==> src/rtl/video_timing_gen.sv <==
// Parametrised video timing generator: pixel clock-enable divider, sync/blank timing,
// pixel coordinates, line/frame strobes and four selectable test patterns.
module video_timing_gen #(
  parameter int   H_ACTIVE  = 640,
  parameter int   H_FP      = 16,
  parameter int   H_SYNC    = 96,
  parameter int   H_BP      = 48,
  parameter int   V_ACTIVE  = 480,
  parameter int   V_FP      = 11,
  parameter int   V_SYNC    = 2,
  parameter int   V_BP      = 31,
  parameter logic HSYNC_POL = 1'b0,
  parameter logic VSYNC_POL = 1'b0,
  parameter int   PIX_DIV   = 4,
  parameter int   CNTR_W    = 12
) (
  input  logic              vo_clk,
  input  logic              vo_reset,
  input  logic [1:0]        pattern_sel,
  input  logic [23:0]       fg_color,
  output logic              pix_ce,
  output logic [CNTR_W-1:0] pix_x,
  output logic [CNTR_W-1:0] pix_y,
  output logic              line_start,
  output logic              frame_start,
  output logic              vo_hsync,
  output logic              vo_vsync,
  output logic              vo_blank_,
  output logic [7:0]        vo_r,
  output logic [7:0]        vo_g,
  output logic [7:0]        vo_b
);

  localparam int H_TOTAL = H_ACTIVE + H_FP + H_SYNC + H_BP;
  localparam int V_TOTAL = V_ACTIVE + V_FP + V_SYNC + V_BP;
  localparam int DIV_W   = (PIX_DIV > 1) ? $clog2(PIX_DIV) : 1;
  localparam int BAR_W   = CNTR_W + 3;

  localparam logic [DIV_W-1:0]  DIV_LAST = DIV_W'(PIX_DIV - 1);
  localparam logic [CNTR_W-1:0] H_ACT_C  = CNTR_W'(H_ACTIVE);
  localparam logic [CNTR_W-1:0] H_SYNC_S = CNTR_W'(H_ACTIVE + H_FP);
  localparam logic [CNTR_W-1:0] H_SYNC_E = CNTR_W'(H_ACTIVE + H_FP + H_SYNC);
  localparam logic [CNTR_W-1:0] H_LAST   = CNTR_W'(H_TOTAL - 1);
  localparam logic [CNTR_W-1:0] V_ACT_C  = CNTR_W'(V_ACTIVE);
  localparam logic [CNTR_W-1:0] V_SYNC_S = CNTR_W'(V_ACTIVE + V_FP);
  localparam logic [CNTR_W-1:0] V_SYNC_E = CNTR_W'(V_ACTIVE + V_FP + V_SYNC);
  localparam logic [CNTR_W-1:0] V_LAST   = CNTR_W'(V_TOTAL - 1);
  localparam logic [BAR_W-1:0]  BAR_DIV  = BAR_W'(H_ACTIVE);

  typedef enum logic [1:0] {
    PAT_GRAD  = 2'd0,
    PAT_BARS  = 2'd1,
    PAT_CHECK = 2'd2,
    PAT_SOLID = 2'd3
  } pattern_e;

  logic [DIV_W-1:0]  div_q, div_d;
  logic [CNTR_W-1:0] col_q, col_d, line_q, line_d;
  pattern_e          pat_q, pat_d;
  logic              ce_s, col_wrap_s, first_s, active_s, hs_act_s, vs_act_s;
  logic [BAR_W-1:0]  bar_s;
  logic [2:0]        bar_rgb_s;
  logic [23:0]       rgb_s;

  logic [CNTR_W-1:0] pix_x_q, pix_y_q;
  logic              line_start_q, frame_start_q, hsync_q, vsync_q, blank_n_q;
  logic [23:0]       rgb_q;

  // Next-state counters and the pixel value for the current (col, line)
  always_comb begin
    ce_s       = ~vo_reset & (div_q == DIV_W'(0));
    col_wrap_s = (col_q == H_LAST);
    first_s    = (col_q == CNTR_W'(0)) && (line_q == CNTR_W'(0));
    active_s   = (col_q < H_ACT_C) && (line_q < V_ACT_C);
    hs_act_s   = (col_q >= H_SYNC_S) && (col_q < H_SYNC_E);
    vs_act_s   = (line_q >= V_SYNC_S) && (line_q < V_SYNC_E);
    div_d      = (div_q == DIV_LAST) ? DIV_W'(0) : div_q + DIV_W'(1);

    if (col_wrap_s) begin
      col_d = CNTR_W'(0);
      if (line_q == V_LAST) begin
        line_d = CNTR_W'(0);
      end else begin
        line_d = line_q + CNTR_W'(1);
      end
    end else begin
      col_d  = col_q + CNTR_W'(1);
      line_d = line_q;
    end

    // The new selection already applies to pixel (0,0) of the frame that latches it
    if (first_s) begin
      pat_d = pattern_e'(pattern_sel);
    end else begin
      pat_d = pat_q;
    end

    bar_s = {col_q, 3'b000} / BAR_DIV;
    case (bar_s)
      BAR_W'(0): bar_rgb_s = 3'b111;
      BAR_W'(1): bar_rgb_s = 3'b110;
      BAR_W'(2): bar_rgb_s = 3'b011;
      BAR_W'(3): bar_rgb_s = 3'b010;
      BAR_W'(4): bar_rgb_s = 3'b101;
      BAR_W'(5): bar_rgb_s = 3'b100;
      BAR_W'(6): bar_rgb_s = 3'b001;
      default:   bar_rgb_s = 3'b000;
    endcase

    rgb_s = 24'h000000;
    if (active_s) begin
      case (pat_d)
        PAT_GRAD:  rgb_s = {8'hFF, line_q[4:0], 3'b000, col_q[4:0], 3'b000};
        PAT_BARS:  rgb_s = {{8{bar_rgb_s[2]}}, {8{bar_rgb_s[1]}}, {8{bar_rgb_s[0]}}};
        PAT_CHECK: rgb_s = (col_q[3] ^ line_q[3]) ? 24'hFFFFFF : 24'h000000;
        PAT_SOLID: rgb_s = fg_color;
        default:   rgb_s = 24'h000000;
      endcase
    end else begin
      rgb_s = 24'h000000;
    end
  end

  // Divider, counters and the output register stage
  always_ff @(posedge vo_clk) begin
    if (vo_reset) begin
      div_q         <= DIV_W'(0);
      col_q         <= CNTR_W'(0);
      line_q        <= CNTR_W'(0);
      pat_q         <= PAT_GRAD;
      pix_x_q       <= CNTR_W'(0);
      pix_y_q       <= CNTR_W'(0);
      line_start_q  <= 1'b0;
      frame_start_q <= 1'b0;
      hsync_q       <= ~HSYNC_POL;
      vsync_q       <= ~VSYNC_POL;
      blank_n_q     <= 1'b0;
      rgb_q         <= 24'h000000;
    end else begin
      div_q <= div_d;
      if (ce_s) begin
        col_q         <= col_d;
        line_q        <= line_d;
        pat_q         <= pat_d;
        pix_x_q       <= col_q;
        pix_y_q       <= line_q;
        line_start_q  <= (col_q == CNTR_W'(0));
        frame_start_q <= first_s;
        hsync_q       <= hs_act_s ? HSYNC_POL : ~HSYNC_POL;
        vsync_q       <= vs_act_s ? VSYNC_POL : ~VSYNC_POL;
        blank_n_q     <= active_s;
        rgb_q         <= rgb_s;
      end else begin
        line_start_q  <= 1'b0;
        frame_start_q <= 1'b0;
      end
    end
  end

  assign pix_ce      = ce_s;
  assign pix_x       = pix_x_q;
  assign pix_y       = pix_y_q;
  assign line_start  = line_start_q;
  assign frame_start = frame_start_q;
  assign vo_hsync    = hsync_q;
  assign vo_vsync    = vsync_q;
  assign vo_blank_   = blank_n_q;
  assign vo_r        = rgb_q[23:16];
  assign vo_g        = rgb_q[15:8];
  assign vo_b        = rgb_q[7:0];

endmodule

==> config.mk <==
export PLATFORM = sky130hd
export DESIGN_NAME = video_timing_gen
export DESIGN_NICKNAME = d
export VERILOG_FILES = /design/src/rtl/video_timing_gen.sv
export SDC_FILE = /design/constraint.sdc
export NUM_CORES = 1
export LEC_CHECK = 0
export CAP_MARGIN = 0
export CORE_ASPECT_RATIO = 1.2
export CORE_MARGIN = 1
export CORE_UTILIZATION = 56
export CTS_CLUSTER_SIZE = 20
export DETAILED_ROUTE_END_ITERATION = 8
export PLACE_DENSITY = 0.85
export SKIP_LAST_GASP = 1
export SLEW_MARGIN = 0
export SYNTH_ARGS = -nofsm -noshare
export SYNTH_HDL_FRONTEND = slang
export SYNTH_SLANG_ARGS = --single-unit
==> constraint.sdc <==
create_clock -name vo_clk -period 3.9 [get_ports vo_clk]
set_input_delay 0.78 -clock vo_clk [delete_from_list [all_inputs] [get_ports vo_clk]]
set_output_delay 0.78 -clock vo_clk [all_outputs]
set_load 0.01 [all_outputs]
==> metrics.md <==
| Metric | Value |
|---|---|
| Slew Limit Fails | `0` |
| Vias per Instance | `5.88` |
| Synth warn | `0` |
| MaxCap Viol Count | `0` |
| Period utilisation layout | `76.5%` |
| Setup Fix Bufs, Post-CTS | `0` |
| Multiplexer share of the synthesized area | `7.82%` |
| Synthesized instance count | `500` |
| TritonCTS clock tree | `yes` |
| Clock Sinks | `81` |
| Worst R2R Setup Slack | `1.14 ns` |
| WP data required | `3.12 ns` |
| Sum Neg Setup Slack | `0 ns` |
| Final Critical Period | `2.98 ns` |
| Largest net degree at the start of global routing | `35` |
| Library cells used by synthesis | `68` |
| DRT antenna net count | `0` |
| Fill cells | `564` |
| Post-layout util | `72.1%` |
| Core area | `7270 sq um` |
| Worst slew pin tran | `1.02 ns` |
| EDFF count, synth | `0` |
| CP max FO | `6` |
| IO buf count | `81` |
| Worst-Skew Late Latency | `0.36 ns` |
| Critical Path AT | `2.20 ns` |
| Wire per inst | `16.0 microns` |
| Ys flop type | `dfxtp_1` |
| Pwr/cell area | `388 nW/um^2` |
| Fmax | `335 MHz` |
| Via count | `3873` |
| Initial antenna violation count | `0` |
| CTS clk-pin slew, worst paths | `0.08 ns` |
| Final HPWL from detailed placement | `7390 microns` |
| Chip height | `97.3 microns` |
| Root Buffer | `clkbuf_8` |
| Total global-route track usage | `28.1%` |
| Kind of end point of the critical path | `output port` |
| Vias in the first global route | `3673` |
| HP Class | `register to register` |
| Power, Total | `0.00203 W` |
| Mapped Nets | `535` |
| Post-synthesis compound-gate area fraction | `16.1%` |
| Largest family of logic cells by synthesized area | `simple AND/OR/NAND/NOR gates` |
| Leak Pwr | `2.03 nW` |
| Max transition margin | `31.6%` |
| Final wirelength | `10500 microns` |
| Synth Area in XOR/XNOR | `4.55%` |
| Final Hold Viols | `0` |
| H-tree Lvls | `3` |
| Syn avg cell area | `8.48 sq um` |
| Flops & latches, synth | `81` |
| Initial core utilization | `58.3%` |
| PostCTS Resize Cnt | `0` |
| # diodes | `0` |
| Outcome | `completed` |
| Die area | `7920 sq um` |
| Remaining Overflow, GRT | `0` |
| CTS Buf Count | `9` |
| Placed cell area | `5050 sq um` |
| Seq/Total Area, Yosys | `38.3%` |
| Critical path type | `input port to output port` |
| Post-Synth Simple-Gate Area | `26.3%` |
| DRT Pass-1 Iters | `5` |
| Finish-stage setup viols | `0` |
| Synthesis-to-layout area growth | `23.6%` |
| Max VDD drop | `289 uV` |
| Rows | `34` |
| Most frequent cells in the layout | `dfxtp_1, clkdlybuf4s50_1, nand2_1, nor2_1, mux2i_1` |
| GP Congestion | `0.868` |
| Synth async-reset ratio | `0%` |
| RSZ-0062 raised after global routing | `no` |
| Post-Synth Adder-Cell Area | `2.07%` |
| Critical Path Source Type | `input port` |
| First-pass GRT wire length | `17300 microns` |
| Layout cell share with drive strength beyond 1 | `8.08%` |
| Die W | `81.4 microns` |
| Post-CTS Hold Buffers | `0` |
| Final Cell Area | `5240 sq um` |
| Clock Path Buffers | `2` |
| Post-route DRC | `0` |
| Layout Skew | `0.00691 ns` |
| Io pins | `82` |
| Initial DRC count | `202` |
| Synth Cell Area | `4240 sq um` |
| Nets@finish | `600` |
## cells by family (layout without fill, tap and decap cells)
family / after synthesis / after routing
xor+xnor: 22 / 22
compound gates: 99 / 99
simple gates: 214 / 214
fa+ha+maj: 7 / 7
flops: 81 / 81
mux: 33 / 33
buf+inv: 44 / 113
## cell type report
class / instances / area (sq um) / area share (%)
Clock inverter: 5 / 56.3 / 1.07
Timing Repair Buffer: 87 / 856 / 16.3
Clock buffer: 10 / 138 / 2.63
Tap cell: 90 / 113 / 2.15
Multi-Input combinational cell: 375 / 2420 / 46.1
Sequential cell: 81 / 1620 / 30.9
Inverter: 11 / 41.3 / 0.788
## critical path: stages
cell and delay, ns:
clkdlybuf4s50_1 0.51, nand2b_1 0.30, inv_1 0.09, clkdlybuf4s50_1 0.53
## power by group
group / internal (W) / switching, W
registers: 0.000889 / 0.0000402
clock network: 0.000309 / 0.000310
logic: 0.000240 / 0.000245
## state kept, by name, summed over array words and instances, names as in the netlist
| register | flops |
|---|---|
| frame_start | 1 |
| line_q | 12 |
| line_start | 1 |
| vo_blank_ | 1 |
| vo_hsync | 1 |
| rgb_q | 24 |
| pix_y | 12 |
| col_q | 12 |
| pat_q | 2 |
| pix_x | 12 |
| vo_vsync | 1 |
| div_q | 2 |
## cell usage after synthesis, types with 5 or more instances
| cell | count | share of area [%] |
|---|---|---|
| o21ai_0 | 13 | 1.5 |
| a221oi_1 | 6 | 1.2 |
| xnor2_1 | 6 | 1.2 |
| mux2i_1 | 32 | 7.6 |
| xor2_1 | 16 | 3.3 |
| nand3_1 | 20 | 2.4 |
| clkbuf_1 | 16 | 1.4 |
| nand2b_1 | 13 | 1.9 |
| a21oi_1 | 24 | 2.8 |
| nand2_1 | 60 | 5.3 |
| or2_2 | 5 | 0.74 |
| o21a_1 | 10 | 1.8 |
| ha_1 | 7 | 2.1 |
| nor3b_1 | 5 | 0.89 |
| a31oi_1 | 6 | 0.89 |
| a22oi_1 | 10 | 1.8 |
| dfxtp_1 | 81 | 38 |
| inv_1 | 11 | 0.97 |
| o21ai_1 | 9 | 1.1 |
| buf_2 | 9 | 1.1 |
| nor2_1 | 59 | 5.2 |
| nor3_1 | 10 | 1.2 |
| nand4_1 | 8 | 1.2 |
## worst paths after layout
kind,depth (start not counted),from,to
setup reg to reg,7,col_q[10],rgb_q[5]
setup / recovery,4,vo_reset,pix_ce
hold reg to reg,2,rgb_q[7],rgb_q[7]
hold / removal,2,rgb_q[7],rgb_q[7]
## routing by layer
| metal | vias up | global-route usage [%] | routed length, microns |
|---|---|---|---|
| met2 | 160 | 44.6 | 4850 |
| met5 | - | 0 | 0 |
| li1 | 1891 | - | - |
| met4 | 0 | 12.9 | 244 |
| met1 | 1802 | 37.0 | 4770 |
| met3 | 20 | 4.04 | 675 |
## through the flow
stage,worst slack (ns),hold WS (ns),cells
finish,0.915,0.454,659
global route,0.831,0.479,659
CTS,0.899,0.456,659
detailed placement,0.728,0.445,644
global placement,0.806,0.435,644
floorplan,1.47,0.428,500
No activity file was read; power rests on OpenSTA's default activity.
